### src/rtl/axi4stream_output_serializer_pkg.sv
// Shared stream constants: word/beat widths and input-buffer sizing agreed by both stages,
// plus the serializer FSM state type.
package axi4stream_output_serializer_pkg;

    localparam int STREAM_DATA_W = 8;
    localparam int STREAM_BUF_W  = 40;
    localparam int STREAM_BEATS  = STREAM_BUF_W / STREAM_DATA_W;

    // Input-buffer stage sizing
    localparam int IBUF_DEPTH    = 4;
    localparam int IBUF_PTR_W    = $clog2(IBUF_DEPTH);

    typedef enum logic {
        IDLE = 1'b0,
        SEND = 1'b1
    } ser_state_t;

endpackage

### src/rtl/axi4stream_output_serializer.sv
// Wide-word to AXI4-Stream serializer: accepts BUF_W-bit words and emits them LSB-first
// as BUF_W/DATA_W beats, with tlast on the final beat and no bubble between back-to-back words.
module axi4stream_output_serializer
    import axi4stream_output_serializer_pkg::*;
#(
    parameter int DATA_W = STREAM_DATA_W,
    parameter int BUF_W  = STREAM_BUF_W
) (
    input  logic              aclk,
    input  logic              areset,
    input  logic [BUF_W-1:0]  buffer,
    input  logic              buf_valid,
    output logic              buf_ready,
    output logic [DATA_W-1:0] tdata,
    output logic              tvalid,
    input  logic              tready,
    output logic              tlast
);

    localparam int BEATS = BUF_W / DATA_W;
    localparam int CNT_W = (BEATS > 1) ? $clog2(BEATS) : 1;
    localparam logic [CNT_W-1:0] LAST_CNT = CNT_W'(BEATS - 1);

    ser_state_t       state;
    logic [CNT_W-1:0] cnt;
    logic [BUF_W-1:0] shreg;
    logic             on_last;

    assign on_last   = (state == SEND) && (cnt == LAST_CNT);
    assign tvalid    = (state == SEND);
    assign tlast     = on_last;
    assign tdata     = shreg[DATA_W-1:0];
    // Ready is combinational from tready so the next word loads on the final beat edge.
    assign buf_ready = !areset && ((state == IDLE) || (on_last && tready));

    always_ff @(posedge aclk) begin
        if (areset) begin
            state <= IDLE;
            cnt   <= '0;
            shreg <= '0;
        end else begin
            case (state)
                IDLE: begin
                    if (buf_valid) begin
                        shreg <= buffer;
                        cnt   <= '0;
                        state <= SEND;
                    end
                end
                SEND: begin
                    if (tready) begin
                        if (cnt == LAST_CNT) begin
                            cnt <= '0;
                            if (buf_valid) begin
                                shreg <= buffer;
                            end else begin
                                state <= IDLE;
                            end
                        end else begin
                            shreg <= shreg >> DATA_W;
                            cnt   <= cnt + CNT_W'(1);
                        end
                    end
                end
                default: begin
                    state <= IDLE;
                    cnt   <= '0;
                end
            endcase
        end
    end

endmodule

### config.mk
export PLATFORM = sky130hd
export DESIGN_NAME = axi4stream_output_serializer
export DESIGN_NICKNAME = d
export VERILOG_FILES = /design/src/rtl/axi4stream_output_serializer_pkg.sv /design/src/rtl/axi4stream_output_serializer.sv
export SDC_FILE = /design/constraint.sdc
export NUM_CORES = 1
export LEC_CHECK = 0
export BUFFER_PORTS_ARGS = -buffer_cell sky130_fd_sc_hd__buf_4
export CORE_AREA = 2 2 73 102
export CTS_CLUSTER_SIZE = 28
export DETAILED_ROUTE_END_ITERATION = 8
export DIE_AREA = 0 0 75 104
export PLACE_DENSITY = 0.64
export SYNTH_ARGS = -nofsm -noshare
export SYNTH_HDL_FRONTEND = slang
export SYNTH_SLANG_ARGS = --single-unit
### constraint.sdc
create_clock -name aclk -period 2.15 [get_ports aclk]
set_input_delay 0.1075 -clock aclk [delete_from_list [all_inputs] [get_ports aclk]]
set_output_delay 0.1075 -clock aclk [all_outputs]
set_load 0.005 [all_outputs]
### After elaboration in Yosys (flattened, before gate mapping)

Index checks and enable logic that the tools add are counted.

| storage, ports and cells | value |
|---|---|
| bits in registers | 44 |
| latch bits | 0 |
| memory bits (writable) | 0 |
| memory bits (read-only) | 0 |
| bits of input ports | 44 |
| output and inout bits | 11 |
| word-level logic and storage cells | 26 |
| memories | 0 |

| cells by class | value |
|---|---|
| add/sub/neg operators | 1 |
| multiply operators | 0 |
| div/mod/pow operators | 0 |
| magnitude comparators | 0 |
| eq/ne operators | 3 |
| shift operators | 0 |
| mux-type cells | 12 |
| bitwise operators | 1 |
| reduce and logical (&&, ||, !) cells | 6 |

Operator list:

| cell | number |
|---|---|
| two-way mux 40 bit | 3 |
| case mux 40 bit (2 select lines) | 1 |
| two-way mux 3 bit | 3 |
| case mux 3 bit (2 select lines) | 1 |
| != test 2 bit (second input constant) | 2 |
| adder 3 x 1 -> 3 bit (second input constant) | 1 |
| equality test 3 bit (second input constant) | 1 |
| logical AND 1 bit | 3 |
| two-way mux 1 bit | 3 |
| case mux 1 bit (2 select lines) | 1 |
| AND reduction 2 bit | 1 |
| zero test 1 bit | 1 |
| logical OR 1 bit | 1 |
| inverter 1 bit | 1 |

### Logic depth before layout (Yosys ltp)

Gate-level depths: netlist of the first run.

| depth | value |
|---|---|
| depth after elaboration | 5 |
| gate-level depth with buffers | 7 |
| gate-level depth less buffers | 5 |

### Worst setup path after synthesis of the first run

Ideal clock, no wire load.

| timing | value |
|---|---|
| path type | register to register |
| start | register cnt[0] |
| end | register shreg[32] |
| library setup time | 0.117 ns |
| data arrival time | 1.377 ns |
| required time | 2.033 ns |
| path slack | 0.656 ns |
| stages on the path, launching flop included | 7 |
| path buffers | 1 |
| period minus slack after synthesis | 1.494 ns |
| cell sequence | dfxtp_1 -> inv_1 -> ha_1 -> a21bo_1 -> buf_6 -> a21o_4 -> a22o_1 |

| on the way | value |
|---|---|
| longest elaborated chain between the ends | 4 |

RTL lines:

| item | line | source |
|---|---|---|
| from (decl) | axi4stream_output_serializer.sv:25 | `logic [CNT_W-1:0] cnt;` |
| from (signal assigned) | axi4stream_output_serializer.sv:61 | `cnt <= cnt + CNT_W'(1);` |
| equality test 3 bit | axi4stream_output_serializer.sv:52 | `if (cnt == LAST_CNT) begin` |
| two-way mux 40 bit | axi4stream_output_serializer.sv:52 |  |
| two-way mux 40 bit | axi4stream_output_serializer.sv:51 | `if (tready) begin` |
| case mux 40 bit (2 select lines) | axi4stream_output_serializer.sv:42 | `case (state)` |
| to (signal assigned) | axi4stream_output_serializer.sv:45 | `shreg <= buffer;` |
| to (signal assigned) | axi4stream_output_serializer.sv:55 | `shreg <= buffer;` |
| to (signal assigned) | axi4stream_output_serializer.sv:60 | `shreg <= shreg >> DATA_W;` |
| to (decl) | axi4stream_output_serializer.sv:26 | `logic [BUF_W-1:0] shreg;` |

Every way passes these cells. The select of a mux whose other input is x is not followed.
A chain may end at the register's enable or synchronous reset.

### Worst setup path after layout of the first run

| timing | value |
|---|---|
| start | register cnt[0] |
| end | output buf_ready |

| on the way | value |
|---|---|
| longest elaborated chain between the ends | 5 |

RTL lines:

| item | line | source |
|---|---|---|
| equality test 3 bit | axi4stream_output_serializer.sv:29 | `assign on_last = (state == SEND) && (cnt == LAST_CNT);` |
| logical AND 1 bit | axi4stream_output_serializer.sv:29 |  |
| logical AND 1 bit | axi4stream_output_serializer.sv:34 | `assign buf_ready = !areset && ((state == IDLE) \|\| (on_last && tready));` |
| logical OR 1 bit | axi4stream_output_serializer.sv:34 |  |
| logical AND 1 bit | axi4stream_output_serializer.sv:34 |  |
| to (decl) | axi4stream_output_serializer.sv:13 | `output logic buf_ready,` |

Every way passes these cells.

==> out/qor.yml, run 1 <==
fin_ws_ps: 353
dp_slack_ps: 392
yosys_warnings: 0
htree_levels: 2
rrSetupSlack_ps: 390
critPathRequiredTime_ps: 2040
synth_seq_cells: 44
hold_start: "buffer[38]"
drtIter0Drc: 136
hp-class: "input pin to register"
cts.sinks: 44
synth_area_um2: 2340
finalSetupViolations: 0
start_util_pct: 34.0
clk_pin_slew_worst_paths_ps: 80
wl_per_cell_um: 12.8
fin_worst_skew_ps: 4.82
maxCapViolations: 0
grtUsageTotal_pct: 12.9
irDropWorstVdd_v: 0.000292
clock_latency_ps: 290
r2r-start: "cnt[0]$_SDFFE_PP0P_"
clock_path_buffers: 2
drc_errors: 0
cts-resized-gates: 0
dp_hpwl_um: 3400
synthCells: 237
fmax_mhz: 556
numPortBuffers: 54
n_antenna_cell: 0
crit_fanout: 14
slew_viol_final: 0
powerDensity_nw_per_um2: 678
numCtsBuffers: 5
syn-mean-instance-area_um2: 9.88
drive_above_1_share_pct: 26.3
dr_total_vias: 1817
grt_pass1_vias: 1770
finalNonFillerCells: 373
die_area_um2: 7800
status: "finished clean"
slowest_stage: "a21bo_1"
antenna_found_initial: 0
period_needed_ps: 1800
via_per_inst: 4.87
area_growth_pct: 20.0
placed_cells: 365
ys_types: 25
hold_buffers: 0
worst_pin_slew_ps: 587
final_common_cell: "buf_4"
startpoint_type: "register"
rsz0062_at_grt: "false"
hold_end: "shreg[38]$_SDFFE_PP0P_"
worstPathCellList: "inv_1 -> ha_1 -> a21bo_1 -> and2_1 -> buf_4"
endpoint_kind: "output pin"
fin_setup_tns_ps: 0
finalHoldViolCount: 0
rows: 36
routed_wl_um: 4780
antenna_left: 0
period_share_pct: 83.6
nets: 323
p_leak_nw: 1.26
die_x_um: 75
core_area_um2: 6890
critPathArrivalTime_ps: 1690
synth_nets: 283
root_buffer: "clkbuf_8"
worstSetupPathType: "register to output pin"
worstHoldPathCells: 2
cts_tree: "done"
place.gp.congestion: 0.690
grt_max_degree: 36
drt-pass1-iter-count: 4
post_cts.repair.setup_buffers: 0
timing.slew.headroom_pct: 60.9
grt_pass1_wl_um: 8000
gr-total-overflow: 0
ys_seq_area_share_pct: 37.6
reg2reg_depth: 6
die_height_um: 104
pin_count: 55
rr_endpoint: "shreg[4]$_SDFFE_PP0P_"
layout_common_cells: "61 x buf_4, 44 x dfxtp_1, 34 x nand2_1, 33 x mux2i_1, 33 x nand2b_1"
max_stage_delay_ps: 380
[worst max-delay path by stage]
| stage | cells after the start | end | slack, ps | from |
|---|---|---|---|---|
| CTS | 5 | buf_ready | 330 | cnt[0]$_SDFFE_PP0P_ |
| global placement | 6 | shreg[4]$_SDFFE_PP0P_ | 420 | cnt[0]$_SDFFE_PP0P_ |
| floorplan | 6 | shreg[32]$_SDFFE_PP0P_ | 660 | cnt[0]$_SDFFE_PP0P_ |
| detailed placement | 6 | shreg[4]$_SDFFE_PP0P_ | 390 | cnt[0]$_SDFFE_PP0P_ |
| finish | 5 | buf_ready | 350 | cnt[0]$_SDFFE_PP0P_ |
| global route | 5 | buf_ready | 240 | cnt[0]$_SDFFE_PP0P_ |
[critical path, delay by kind of cell, from the launching register on]
kind	cells	cell delay (ps)
AOI/OAI and AO/OA	1	380
adders and majority gates	1	250
buffers and inverters	2	200
DFF	1	360
and+or+nand+nor	1	210
[report_power, final]
group / internal, mW / switching (mW) / total, mW
Sequential: 0.882 / 0.0454 / 0.928
Combinational: 0.206 / 0.154 / 0.360
Clock: 0.345 / 0.273 / 0.618
Total: 1.43 / 0.472 / 1.90
[final cells by class]
cell class | count | area [µm²]
fillers | 727 | 4080
multi-input cells | 161 | 1230
flip-flops and latches | 44 | 881
repair buffers | 61 | 458
well taps | 95 | 119
clock buffers | 6 | 72.6
clock inverters | 2 | 35.0
inverters | 4 | 15.0
[metal layers]
metal | track usage, % | up-vias | routed length, µm
met1 | 16.1 | 831 | 2130
met3 | 3.20 | 6 | 279
met4 | 4.59 | 0 | 77
li1 | - | 933 | -
met2 | 20.9 | 47 | 2290
met5 | 0 | - | 0
[synthesized netlist by cell type (all sizes together)]
cell type  instances  share of area (%)
dfxtp             44                 38
nand2             34                5.5
mux2i             33                 14
nand2b            33                8.8
a32o              32                 14
buf               28                9.2
a22o               8                3.0
a21oi              4                1.2
inv                4               0.64
nor2               4               0.64
ha                 2                1.1
a2111oi            1               0.37
a21bo              1               0.43
a21boi             1               0.48
a21o               1               0.64
a31oi              1               0.27
a32oi              1               0.37
and2               1               0.27
nand3              1               0.21
nand4              1               0.27
nor3b              1               0.80
o2111a             1               0.48
[cells by family after synthesis]
group	synth area share, %
simple gates	16.5
compound gates	20.9
flops	37.6
mux	14.1
buf+inv	9.83
fa+ha+maj	1.07
[registers in the layout (all words and copies together) (netlist names)]
name	cells
tvalid	1
shreg	40
cnt	3
[through the flow]
stage / utilization (%) / area, µm² / power [mW] / hold WS (ps)
after floorplan: - / 2340 / 1.21 / 233
after global placement: 39.2 / 2700 / 1.30 / 318
after detailed placement: 39.2 / 2700 / 1.31 / 320
after CTS: 40.8 / 2810 / 1.93 / 6.79
after global routing: 40.8 / 2810 / 2.01 / 11.1
final: 40.8 / 2810 / 1.90 / 16.7
Note: power is estimated with default switching activity, not from simulation.
==> run 2, diff against run 1 <==
--- a/config.mk
+++ b/config.mk
@@ -10,7 +10,7 @@
 export CTS_CLUSTER_SIZE = 28
 export DETAILED_ROUTE_END_ITERATION = 8
 export DIE_AREA = 0 0 75 104
-export PLACE_DENSITY = 0.64
+export PLACE_DENSITY = 0.66
 export SYNTH_ARGS = -nofsm -noshare
 export SYNTH_HDL_FRONTEND = slang
 export SYNTH_SLANG_ARGS = --single-unit
==> constraint.sdc (replaced) <==
create_clock -name aclk -period 1.6 [get_ports aclk]
set_input_delay 0.08 -clock aclk [delete_from_list [all_inputs] [get_ports aclk]]
set_output_delay 0.08 -clock aclk [all_outputs]
set_load 0.005 [all_outputs]
==> out/qor.yml, run 2 (synthesis gave the netlist of run 1 again) <==
grt_max_degree: 34  # -5.6%
clk_pin_slew_worst_paths_ps: 80  # about the same
utilization_pct: 44.7  # +3.9 points
antenna_left: 0  # unchanged
numCtsBuffers: 5  # unchanged
dr_total_vias: 1925  # +5.9%
drtIter0Drc: 152  # +12%
antenna_found_initial: 0  # unchanged
drt-pass1-iter-count: 4  # unchanged
n_antenna_cell: 0  # unchanged
start_util_pct: 34.0  # unchanged
core_area_um2: 6890  # unchanged
die_x_um: 75  # unchanged
p_leak_nw: 1.38  # +9.5%
cp_top_family: "flip-flops"
worstPathCellList: "inv_1 -> ha_4 -> a21bo_4 -> buf_12 -> and2_1 -> buf_4"
grt_pass1_vias: 1797  # +1.5%
place.gp.congestion: 0.685  # -0.85%
finalSetupViolations: 0  # unchanged
htree_levels: 2  # unchanged
timing.slew.headroom_pct: 70.1  # +9.2 points
nets: 339  # +5.0%
maxCapViolations: 0  # unchanged
finalHoldViolCount: 0  # unchanged
largest_register_ffs: 40  # unchanged
grt_pass1_wl_um: 8270  # +3.5%
hp-class: "input pin to register"
die_height_um: 104  # unchanged
routed_wl_um: 5250  # +9.8%
slowest_stage: "dfxtp_2"
rows: 36  # unchanged
worst-path-buf-inv: 3  # +1
rsz0062_at_grt: "false"
startpoint_type: "register"
worstSetupPathType: "register to output pin"
final_common_cell: "buf_4"
cts.sinks: 44  # unchanged
drc_errors: 0  # unchanged
crit_fanout: 8  # -6
worst_pin_slew_ps: 438  # -149 ps
slew_viol_final: 0  # unchanged
critPathArrivalTime_ps: 1460  # -230 ps
period_needed_ps: 1540
via_per_inst: 4.96  # +1.8%
dp_slack_ps: 97.6  # -295 ps
finalNonFillerCells: 388  # +4.0%
placed_cells: 365  # unchanged
wl_per_cell_um: 13.5  # +5.6%
clock_path_buffers: 2  # unchanged
pin_count: 55  # unchanged
fin_ws_ps: 55.3  # -297 ps
cts_tree: "done"
area_growth_pct: 31.6
powerDensity_nw_per_um2: 909  # +34%
gr-total-overflow: 0  # unchanged
grtUsageTotal_pct: 13.6  # +0.67 points
fmax_mhz: 647
largest-register: "shreg"
max_stage_delay_ps: 330  # -50 ps
numPortBuffers: 54  # unchanged
drive_above_1_share_pct: 29.4  # +3.1 points
clock_latency_ps: 300  # about the same
irDropWorstVdd_v: 0.000475  # +63%
endpoint_kind: "output pin"
period_share_pct: 96.5
fin_worst_skew_ps: 5.15  # +0.334 ps
critPathRequiredTime_ps: 1520  # -520 ps
status: "finished clean"
die_area_um2: 7800  # unchanged
root_buffer: "clkbuf_8"
layout_common_cells: "63 x buf_4, 42 x dfxtp_1, 34 x nand2_1, 33 x mux2i_1, 33 x nand2b_1"
fin_setup_tns_ps: 0  # unchanged
-- run 2: cell count changes in the layout (fill, tap and decap cells not counted), moves of 2 or more --
cell           previous run  this run
dfxtp_1                  44        42
dfxtp_2                   0         2
buf_4                    61        63
dlygate4sd3_1             0         8
buf_12                    0         5
-- run 2: repair_timing --
item,4_1_cts,5_1_grt
pin swaps,2,0
endpoints found under the hold margin,8,0
buffers inserted,4,3
setup endpoints to repair,1,15
hold buffers,8,0
gates resized for setup,5,2
gates cloned,1,0
-- run 2: final cells by class --
class | instances | area, µm²
Clock buffer | 5 | 68.8
Clock inverter | 2 | 60.1
Fill cell | 675 | 3810
Inverter | 4 | 15.0
Multi-Input combinational cell | 161 | 1250
Sequential cell | 44 | 883
Tap cell | 95 | 119
Timing Repair Buffer | 77 | 686
-- run 2: where the power goes --
part	leakage (nW)	total [mW]	switching, mW	internal, mW
clock	0.0642	0.989	0.374	0.615
combinational	0.951	0.567	0.229	0.338
sequential	0.364	1.24	0.0593	1.19
-- run 2: routing by layer --
metal | GRT usage, % | vias up | wire (µm)
li1 | - | 965 | -
met1 | 17.3 | 900 | 2340
met2 | 21.9 | 55 | 2540
met3 | 3.20 | 5 | 283
met4 | 4.59 | 0 | 82
met5 | 0 | - | 0
-- run 2: through the flow --
step	hold slack, ps	area [µm²]	power (mW)
after floorplan	205	2340	1.63
after global placement	290	2770	1.77
after detailed placement	294	2770	1.79
after CTS	10.5	3050	2.83
after global routing	11.9	3080	2.93
final	23.7	3080	2.80
-- run 2: worst paths after layout --
kind                                from                     end  slack [ps]  cells past startpoint
setup / recovery     cnt[1]$_SDFFE_PP0P_               buf_ready          60                      6
hold / removal                    areset     cnt[0]$_SDFFE_PP0P_          20                      2
setup reg to reg     cnt[1]$_SDFFE_PP0P_  shreg[25]$_SDFFE_PP0P_          90                      7
hold reg to reg   shreg[37]$_SDFFE_PP0P_  shreg[37]$_SDFFE_PP0P_         480                      1
==> run 3, diff against run 2 <==
==> constraint.sdc (replaced) <==
create_clock -name aclk -period 1.6 [get_ports aclk]
set_input_delay 0.08 -clock aclk [delete_from_list [all_inputs] [get_ports aclk]]
set_output_delay 0.08 -clock aclk [all_outputs]
set_load 0.05 [all_outputs]
==> out/qor.yml, run 3 (synthesis gave the netlist of run 1 again) <==
switching_share_pct: 28.1  # +4.4 points
critPathArrivalTime_ps: 1440  # -20 ps
endpoint_kind: "output pin"
cp_top_family: "flip-flops"
largest_register_ffs: 40  # unchanged
clock_path_buffers: 2  # unchanged
worstSetupPathType: "register to output pin"
p_leak_nw: 1.36  # -1.7%
grtUsageTotal_pct: 13.5  # -0.023 points
endpoint: "buf_ready"
htree_levels: 2  # unchanged
dp_slack_ps: 40.6  # -57.0 ps
drive_above_1_share_pct: 31.1  # +1.7 points
p_seq_share_pct: 45.2  # +0.7 points
worstPathCellList: "inv_2 -> ha_4 -> a21bo_4 -> and2_2 -> buf_8"
period_needed_ps: 1520  # -24.6 ps
hp-class: "input pin to register"
grt_pass1_vias: 1833  # +2.0%
rsz0062_at_grt: "false"
period_share_pct: 95.0  # -1.5 points
fin_setup_tns_ps: 0  # unchanged
p_int_mw: 1.98  # -7.4%
clock_latency_ps: 300  # about the same
status: "finished clean"
slew_viol_final: 0  # unchanged
max_stage_delay_ps: 350  # +20 ps
dr_total_vias: 1925  # unchanged
finalSetupViolations: 0  # unchanged
final_common_cell: "buf_4"
nets: 341  # +0.59%
place.gp.congestion: 0.749  # +9.4%
rows: 36  # unchanged
layout_common_cells: "67 x buf_4, 42 x dfxtp_1, 34 x nand2_1, 33 x mux2i_1, 33 x nand2b_1"
cts.sinks: 44  # unchanged
die_area_um2: 7800  # unchanged
worst-path-buf-inv: 2  # -1
irDropWorstVdd_v: 0.000468  # -1.6%
rr_endpoint: "shreg[34]$_SDFFE_PP0P_"
grt_max_degree: 38  # +12%
root_buffer: "clkbuf_8"
finalHoldViolCount: 0  # unchanged
core_area_um2: 6890  # unchanged
die_x_um: 75  # unchanged
whs_ps: 20.0  # -3.73 ps
numCtsBuffers: 5  # unchanged
fin_ws_ps: 79.9  # +24.6 ps
pwr-share-comb_pct: 22.8  # +2.6 points
startpoint: "cnt[1]$_SDFFE_PP0P_"
largest-register: "shreg"
grt_pass1_wl_um: 8330  # +0.66%
fmax_mhz: 658  # +1.6%
p_total_mw: 2.75  # -1.7%
drtIter0Drc: 97  # -36%
numPortBuffers: 54  # unchanged
gr-total-overflow: 0  # unchanged
routed_wl_um: 5190  # -1.1%
startpoint_type: "register"
critPathRequiredTime_ps: 1520  # about the same
timing.slew.headroom_pct: 60.1  # -10 points
powerDensity_nw_per_um2: 907  # -0.29%
die_height_um: 104  # unchanged
drt-pass1-iter-count: 5  # +1
finalNonFillerCells: 391  # +0.77%
cts_tree: "done"
start_util_pct: 34.0  # unchanged
pin_count: 55  # unchanged
clk_pin_slew_worst_paths_ps: 90  # about the same
placed_cells: 368  # +0.82%
cp.depth: 5  # -1
r2r-start: "cnt[1]$_SDFFE_PP0P_"
crit_fanout: 11  # +3
area_growth_pct: 29.7
worst_pin_slew_ps: 599  # +161 ps
slowest_stage: "dfxtp_2"
fin_worst_skew_ps: 6.63  # +1.47 ps
n_antenna_cell: 0  # unchanged
antenna_found_initial: 0  # unchanged
antenna_left: 0  # unchanged
dp_hpwl_um: 3480
maxCapViolations: 0  # unchanged
switchingPower_mw: 0.772  # +17%
rrSetupSlack_ps: 80  # about the same
wl_per_cell_um: 13.3  # -1.8%
clkPwrFrac_pct: 32.0  # -3.3 points
drc_errors: 0  # unchanged
reg2reg_depth: 6  # -1
via_per_inst: 4.92  # -0.77%
run 3: cell types whose count changed in the layout (fill, tap and decap cells not counted), moves of 2 or more:
| cell | before | now |
|---|---|---|
| buf_12 | 5 | 1 |
| buf_4 | 63 | 67 |
| buf_6 | 0 | 2 |
| clkinv_4 | 0 | 2 |
run 3: layer usage:
layer | global-route usage, % | share of wire [%] | up-vias
li1 | - | - | 972
met1 | 16.7 | 43 | 902
met2 | 22.3 | 50 | 46
met3 | 3.68 | 5.3 | 5
met4 | 4.21 | 1.2 | 0
met5 | 0 | 0 | -
run 3: per-stage QoR:
step	util (%)	cell area, µm²
detailed placement	40.0	2750
global route	44.0	3040
global placement	40.0	2750
CTS	43.3	2980
floorplan	-	2340
finish	44.0	3040
run 3: layout make-up:
type                            instances  area, µm²
Inverter                                4       15.0
Sequential cell                        44        883
Clock inverter                          3       47.5
Tap cell                               95        119
Fill cell                             696       3860
Clock buffer                            5       68.8
Multi-Input combinational cell        161       1260
Timing Repair Buffer                   79        641
run 3: worst min path at each step:
stage / startpoint / endpoint / slack [ps] / cells after the start
after global placement: buffer[38] / shreg[38]$_SDFFE_PP0P_ / 290 / 2
after global routing: areset / cnt[1]$_SDFFE_PP0P_ / 8 / 2
after CTS: areset / cnt[1]$_SDFFE_PP0P_ / 10 / 2
final: areset / cnt[1]$_SDFFE_PP0P_ / 20 / 2
after detailed placement: buffer[32] / shreg[32]$_SDFFE_PP0P_ / 290 / 2
after floorplan: buffer[32] / shreg[32]$_SDFFE_PP0P_ / 210 / 1
run 3: timing repair:
item	4_1_cts	5_1_grt
pin swaps	2	0
gates resized for setup	8	6
hold buffers	8	0
buffers inserted	4	4
hold endpoints to repair	8	0
setup endpoints to repair	1	33
run 3: power by group through the flow:
stage	clock network (mW)	logic, mW	registers, mW
finish	0.880	0.629	1.24
global route	0.946	0.685	1.26
detailed placement	0	0.598	1.27
floorplan	0	0.447	1.26
global placement	0	0.590	1.26
CTS	0.899	0.622	1.24
